===== src/rtl/timing_gen.sv =====
// timing_gen -- beat/phase timing generator for the hardwired controller.
//
// Generates the one-hot phase strobes t1/t2/t3 (three clocks per beat) and the
// one-hot beat signals w1/w2/w3. At the end of each beat it samples the
// controller's short/long/stop requests to pick the next beat or to halt. A
// halted machine is restarted by a rising edge on the front-panel start
// button qd.
//
// Parameters:
//   SYNC_STAGES  depth of the qd synchronizer (minimum 2)
//   CNT_W        width of the completed-sequence counter
//
// Ports:
//   clk      system clock, rising edge active
//   clr      asynchronous active-high reset
//   qd       start push-button (asynchronous level)
//   short    end the sequence after W1
//   long     extend the sequence to W3
//   stop     halt at the end of the current beat
//   t1..t3   phase strobes (t3 is the controller's state-update phase)
//   w1..w3   beat signals
//   running  1 while phases advance, 0 while halted
//   seq_cnt  number of completed beat sequences (wraps)

module timing_gen #(
    parameter int unsigned SYNC_STAGES = 2,
    parameter int unsigned CNT_W       = 16
) (
    input  logic             clk,
    input  logic             clr,
    input  logic             qd,
    input  logic             short,
    input  logic             long,
    input  logic             stop,
    output logic             t1,
    output logic             t2,
    output logic             t3,
    output logic             w1,
    output logic             w2,
    output logic             w3,
    output logic             running,
    output logic [CNT_W-1:0] seq_cnt
);

    // Phase encoding is {running, t3, t2, t1}, so every phase-related output
    // is a flop bit taken directly from the state register.
    typedef enum logic [3:0] {
        PH_HALT = 4'b0000,
        PH_T1   = 4'b1001,
        PH_T2   = 4'b1010,
        PH_T3   = 4'b1100
    } phase_e;

    // Beat encoding is {w3, w2, w1}.
    typedef enum logic [2:0] {
        BT_W1 = 3'b001,
        BT_W2 = 3'b010,
        BT_W3 = 3'b100
    } beat_e;

    phase_e phase_q, phase_d;
    beat_e  beat_q,  beat_d;

    logic [SYNC_STAGES-1:0] sync_q;
    logic                   edge_q;
    logic                   start_rise;
    logic                   seq_last;
    logic                   cnt_inc;
    logic [CNT_W-1:0]       cnt_q;

    // ------------------------------------------------------------------
    // Start button: synchronizer chain followed by a one-flop edge detect.
    // ------------------------------------------------------------------
    always_ff @(posedge clk or posedge clr) begin
        if (clr) begin
            sync_q <= '0;
            edge_q <= 1'b0;
        end else begin
            sync_q <= {sync_q[SYNC_STAGES-2:0], qd};
            edge_q <= sync_q[SYNC_STAGES-1];
        end
    end

    assign start_rise = sync_q[SYNC_STAGES-1] & ~edge_q;

    // ------------------------------------------------------------------
    // State registers.
    // ------------------------------------------------------------------
    always_ff @(posedge clk or posedge clr) begin
        if (clr) begin
            phase_q <= PH_HALT;
            beat_q  <= BT_W1;
        end else begin
            phase_q <= phase_d;
            beat_q  <= beat_d;
        end
    end

    // ------------------------------------------------------------------
    // Next-state logic.
    // ------------------------------------------------------------------
    always_comb begin
        phase_d  = phase_q;
        beat_d   = beat_q;
        cnt_inc  = 1'b0;
        seq_last = 1'b0;

        // The current beat ends its sequence if no further beat follows.
        case (beat_q)
            BT_W1:   seq_last = short;
            BT_W2:   seq_last = ~long;
            BT_W3:   seq_last = 1'b1;
            default: seq_last = 1'b0;
        endcase

        case (phase_q)
            PH_HALT: begin
                beat_d = BT_W1;
                if (start_rise) begin
                    phase_d = PH_T1;
                end
            end
            PH_T1: phase_d = PH_T2;
            PH_T2: phase_d = PH_T3;
            PH_T3: begin
                // End of beat. A sequence that finishes here is counted
                // whether or not the machine also halts.
                cnt_inc = seq_last;
                if (stop) begin
                    // Any start edge seen this cycle is dropped: the halt
                    // state only reacts to start_rise on later cycles.
                    phase_d = PH_HALT;
                    beat_d  = BT_W1;
                end else begin
                    phase_d = PH_T1;
                    case (beat_q)
                        BT_W1:   beat_d = short ? BT_W1 : BT_W2;
                        BT_W2:   beat_d = long  ? BT_W3 : BT_W1;
                        default: beat_d = BT_W1;
                    endcase
                end
            end
            default: begin
                phase_d = PH_HALT;
                beat_d  = BT_W1;
            end
        endcase
    end

    // ------------------------------------------------------------------
    // Completed-sequence counter (wraps silently).
    // ------------------------------------------------------------------
    always_ff @(posedge clk or posedge clr) begin
        if (clr) begin
            cnt_q <= '0;
        end else if (cnt_inc) begin
            cnt_q <= cnt_q + CNT_W'(1);
        end
    end

    // ------------------------------------------------------------------
    // Outputs: straight from flop bits.
    // ------------------------------------------------------------------
    assign running = phase_q[3];
    assign t3      = phase_q[2];
    assign t2      = phase_q[1];
    assign t1      = phase_q[0];
    assign w3      = beat_q[2];
    assign w2      = beat_q[1];
    assign w1      = beat_q[0];
    assign seq_cnt = cnt_q;

endmodule


===== config.mk =====
export PLATFORM = sky130hd
export DESIGN_NAME = timing_gen
export DESIGN_NICKNAME = d
export VERILOG_FILES = /design/src/rtl/timing_gen.sv
export SDC_FILE = /design/constraint.sdc
export NUM_CORES = 1
export LEC_CHECK = 0
export CAP_MARGIN = 20
export CORE_MARGIN = 5
export CORE_UTILIZATION = 48
export CTS_CLUSTER_SIZE = 8
export DETAILED_ROUTE_END_ITERATION = 8
export MAX_ROUTING_LAYER = met4
export PLACE_DENSITY_LB_ADDON = 0.2
export SYNTH_ARGS = -nofsm -noshare
export SYNTH_HDL_FRONTEND = slang
export SYNTH_SLANG_ARGS = --single-unit

===== constraint.sdc =====
create_clock -name clk -period 1.8 [get_ports clk]
set_input_delay 0.36 -clock clk [delete_from_list [all_inputs] [get_ports clk]]
set_output_delay 0.36 -clock clk [all_outputs]
set_load 0.01 [all_outputs]

**After elaboration in Yosys (flattened, before gate mapping)**

Index checks and enable logic that the tools add are counted.

- Register bits after elaboration: 26
- Input port bits: 6
- Output and inout bits: 23
- Logic and storage cells: 28

- $add $sub $neg: 1
- Equality and inequality tests: 7
- Muxes and demuxes: 10
- Bitwise operators: 3
- Reduce and logical (&&, ||, !) cells: 2

Operators by type and width:

| cell | count |
|---|---|
| 16-bit by 1-bit adder with 16-bit output (second input constant) | 1 |
| 4-bit one-hot mux with 4 select lines | 1 |
| 4-bit == test (second input constant) | 3 |
| 3-bit one-hot mux with 2 select lines | 2 |
| 4-bit 2-to-1 mux | 2 |
| 3-bit 2-to-1 mux | 2 |
| 4-bit logical NOT | 1 |
| 3-bit by 1-bit == test with 1-bit output (second input constant) | 1 |
| 3-bit by 2-bit == test with 1-bit output (second input constant) | 1 |
| 3-bit == test (second input constant) | 1 |
| 1-bit one-hot mux with 3 select lines | 1 |
| 2-bit 2-to-1 mux | 1 |
| 2-bit inequality test (second input constant) | 1 |
| 1-bit inverter | 2 |
| 2-bit OR reduction | 1 |
| 1-bit bitwise AND | 1 |
| 1-bit 2-to-1 mux | 1 |

**Longest topological paths before layout**

- Word-level depth: 4
- Depth in mapped cells: 6

**Worst setup path before layout**

Ideal clock, no wire load.

- Path kind: register -> register
- Start point: reg beat_q[2]
- End point: reg cnt_q[15], in the netlist seq_cnt[15]
- Library setup time: 0.125 ns
- Data arrival time: 1.629 ns
- Data required time: 1.675 ns
- Setup slack: 0.046 ns
- Stages on the path, launching flop included: 6
- Cell sequence: dfrtp_1 -> or4b_4 -> a31oi_4 -> buf_6 -> nand4_2 -> xnor2_2

- Word-level cells in the longest chain between the ends: 3
- Elaborated cells between the ends (all ways): 5

RTL lines:

| element | RTL line | text |
|---|---|---|
| start: declaration | 62 | `beat_e beat_q, beat_d;` |
| start signal: assignment | 95 | `beat_q <= beat_d;` |
| 3-bit == test (tied with other cells) | 109 | `case (beat_q)` |
| 1-bit one-hot mux with 3 select lines * | 109 |  |
| 1-bit 2-to-1 mux * | 116 | `case (phase_q)` |
| end signal: assignment | 157 | `cnt_q <= cnt_q + CNT_W'(1);` |
| end: declaration | 69 | `logic [CNT_W-1:0] cnt_q;` |

Mark *: on every way between the ends. The rest lies on a longest branch, timed or not.
A chain may end at the register's enable or synchronous reset.

**Worst setup path in the final report**

- Start point: reg beat_q[1]
- End point: out w2

RTL lines:

| element | RTL line | text |
|---|---|---|
| end: declaration | 39 | `output logic w2,` |

No word-level cell between the ends.

==> results.ini <==
[critical_path]
rr_endpoint = seq_cnt[1]
crit_type = register to output port
cp_slowest_cell = clkdlybuf4s50_1
crit_chain = buf_4 -> clkdlybuf4s50_1
r2r_cells = 4
startpoint_type = register
r2r_start = beat_q[2]
cp_top_family = buffers and inverters
crit_path_end_kind = output port
rrSetupSlack_ns = 0.09
path_buf_inv = 2
crit_arrival_ns = 1.39
required_ns = 1.44
critical_path.max_fanout = 6
path_depth = 2
slowest_delay_ns = 0.53

[logic_synthesis]
synth_common_cells = dfrtp_1, xnor2_1, nand3_1
yosys_warnings = 0
synth_xor_xnor_area_share_pct = 12.6
synthAdderAreaFrac_pct = 1.01
synthMuxAreaShare_pct = 0.905
netlist_instances = 110
synth_most_common_cell = dfrtp_1
synth_area_leaders = dfrtp_1, xnor2_1, nand4_1, nand3_1, dfstp_2
netlist_area_mm2 = 0.00124
syn_avg_cell_area_um2 = 11.3
yosys.area_share.simple_pct = 24.2
syn_nets = 117
synth_top_flop_cell = dfrtp_1
yosysTopAreaCell = dfrtp_1
synthArstFlopShare_pct = 100
yosysSeqAreaShare_pct = 52.4
ys_ff_latch = 26
synth_top_area_share_pct = 50.3
ys_types = 37
synth_edf_count = 0
synth-compound-area-share_pct = 6.14
synth_top_family_by_area = simple AND/OR/NAND/NOR gates

[floorplanning]
die_w_um = 60.9
rows = 18
start_util_pct = 50.2
io_pins = 29
chipHeight_um = 60.9
core-area_mm2 = 0.00248
dieArea_mm2 = 0.00371

[timing]
hold_viol_final = 0
fin_crit_sh_pct = 97.3
fmax_ghz = 0.571
tightest_slew_ns = 0.474
period_needed_ns = 1.75
slew_violations = 0
setup_viol = 0
timing.final.ws_setup_ns = 0.0484
maxSlewHeadroom_pct = 68.3
holdWs_ns = 0.369
fin_skew_ns = 0.00785
rsz0062_at_grt = false

[power]
p_total_uw = 1230
p_per_area_mw_per_mm2 = 732
irDropWorstVdd_uv = 655
cellLeakagePower_uw = 0.000709

[placed_design]
io_buffers = 28
pre_cts_slack_ns = -0.273
post_dp_cell_area_mm2 = 0.00161
routabilityCongestion = 0.789
dp_hpwl_um = 1820

[run]
max_cap_violations = 0

[layout]
fin_util_pct = 67.7
final_nets = 155
syn_to_final_growth_pct = 34.9
antennaDiodeCount = 0
drive_gt1_share_pct = 15.0
stdcell_area_mm2 = 0.00168

[global_route]
grt_pass1_vias = 927
grt_usage_pct = 15.6
antenna_found_initial = 0
grt_pass1_wl_um = 4120
overflow = 0
grt_start_max_net_pins = 27

[route]
first_pass_iters = 4
routedWlPerCell_um = 14.3
drt_iter0_drc = 21
post-route-drc-count = 0
vias = 953
via_per_inst = 5.38
routed_wl_um = 2540
drtAntennaViolNets = 0

[cts]
numCtsBuffers = 3
cts_tree = built
clk_latency_ns = 0.32
htreeDepth = 1
clkTransAtPathRegs_ns = 0.15
cts_max_path_buffers = 2
ctsHoldBuffers = 0
clkSinkCount = 26
cts-root-buf = clkbuf_4

[hold_path]
min_path_type = input port to asynchronous set/reset pin

[outcome]
outcome = complete, no violations

registers in the layout, summed over array words and instances (netlist names):
register	count
beat_q	3
sync_q	2
edge_q	1
seq_cnt	16
phase_q	4
worst max path at each step:
stage	slack, ns	to	from
2_1_floorplan	0.05	seq_cnt[15]	beat_q[2]
5_1_grt	0.002	seq_cnt[5]	seq_cnt[5]
3_3_place_gp	-0.26	seq_cnt[1]	long
6_report	0.05	w2	beat_q[1]
3_5_place_dp	-0.27	seq_cnt[1]	long
4_1_cts	0.02	running	phase_q[3]
worst min-delay path: cells and delay by family:
family                 cells  cell delay (ns)
buffers and inverters      3             0.75
metal layers:
layer	GRT usage (%)	wire [um]	share of wire, %
met5	-	0	0
met4	7.12	17	0.67
met3	2.77	89	3.5
met2	24.3	1250	49
met1	19.7	1180	47
area by class of cell:
| type | instances | area [um^2] |
|---|---|---|
| Tap cell | 30 | 37.5 |
| Sequential cell | 26 | 654 |
| Inverter | 3 | 11.3 |
| Clock inverter | 1 | 30.0 |
| Clock buffer | 3 | 22.5 |
| Fill cell | 193 | 800 |
| Timing Repair Buffer | 37 | 364 |
| Multi-Input combinational cell | 77 | 558 |
layout by cell type (no fill, tap or decap), types with 2 or more instances in the layout:
| master | synthesis | final |
|---|---|---|
| a21oi_1 | 2 | 2 |
| and3_1 | 2 | 2 |
| buf_4 | 0 | 8 |
| clkbuf_4 | 0 | 3 |
| clkdlybuf4s50_1 | 0 | 25 |
| dfrtp_1 | 25 | 23 |
| dfrtp_2 | 0 | 2 |
| dlymetal6s2s_1 | 0 | 2 |
| inv_1 | 3 | 3 |
| nand2_1 | 6 | 6 |
| nand2b_1 | 2 | 2 |
| nand3_1 | 8 | 8 |
| nand4_1 | 7 | 7 |
| nand4bb_1 | 2 | 2 |
| nor2_1 | 6 | 6 |
| nor3_1 | 2 | 2 |
| nor3b_1 | 2 | 2 |
| o21ai_0 | 3 | 3 |
| xnor2_1 | 15 | 15 |
per-stage QoR:
| stage | TNS (ns) | cells |
|---|---|---|
| 2_1_floorplan | 0 | 110 |
| 6_report | 0 | 177 |
| 5_1_grt | 0 | 177 |
| 4_1_cts | 0 | 177 |
| 3_5_place_dp | -3.02 | 172 |
| 3_3_place_gp | -2.77 | 172 |
report_power, final:
group	total [uW]	internal [uW]	switching, uW
sequential	632	607	24.8
clock	399	225	174
combinational	197	104	93.1
total	1230	936	292
cells by family (layout without fill, tap and decap cells):
kind of cell,after synthesis,after routing
compound gates,10,10
xor+xnor,17,17
fa+ha+maj,1,1
buf+inv,7,44
flops,26,26
mux,1,1
simple gates,48,48
what timing repair did:
| item | in CTS | in global routing |
|---|---|---|
| setup buffers | 1 | 0 |
| endpoints found under the setup margin | 2 | 3 |
| gates resized for setup | 2 | 3 |
Power figures use the tool's default switching activity.
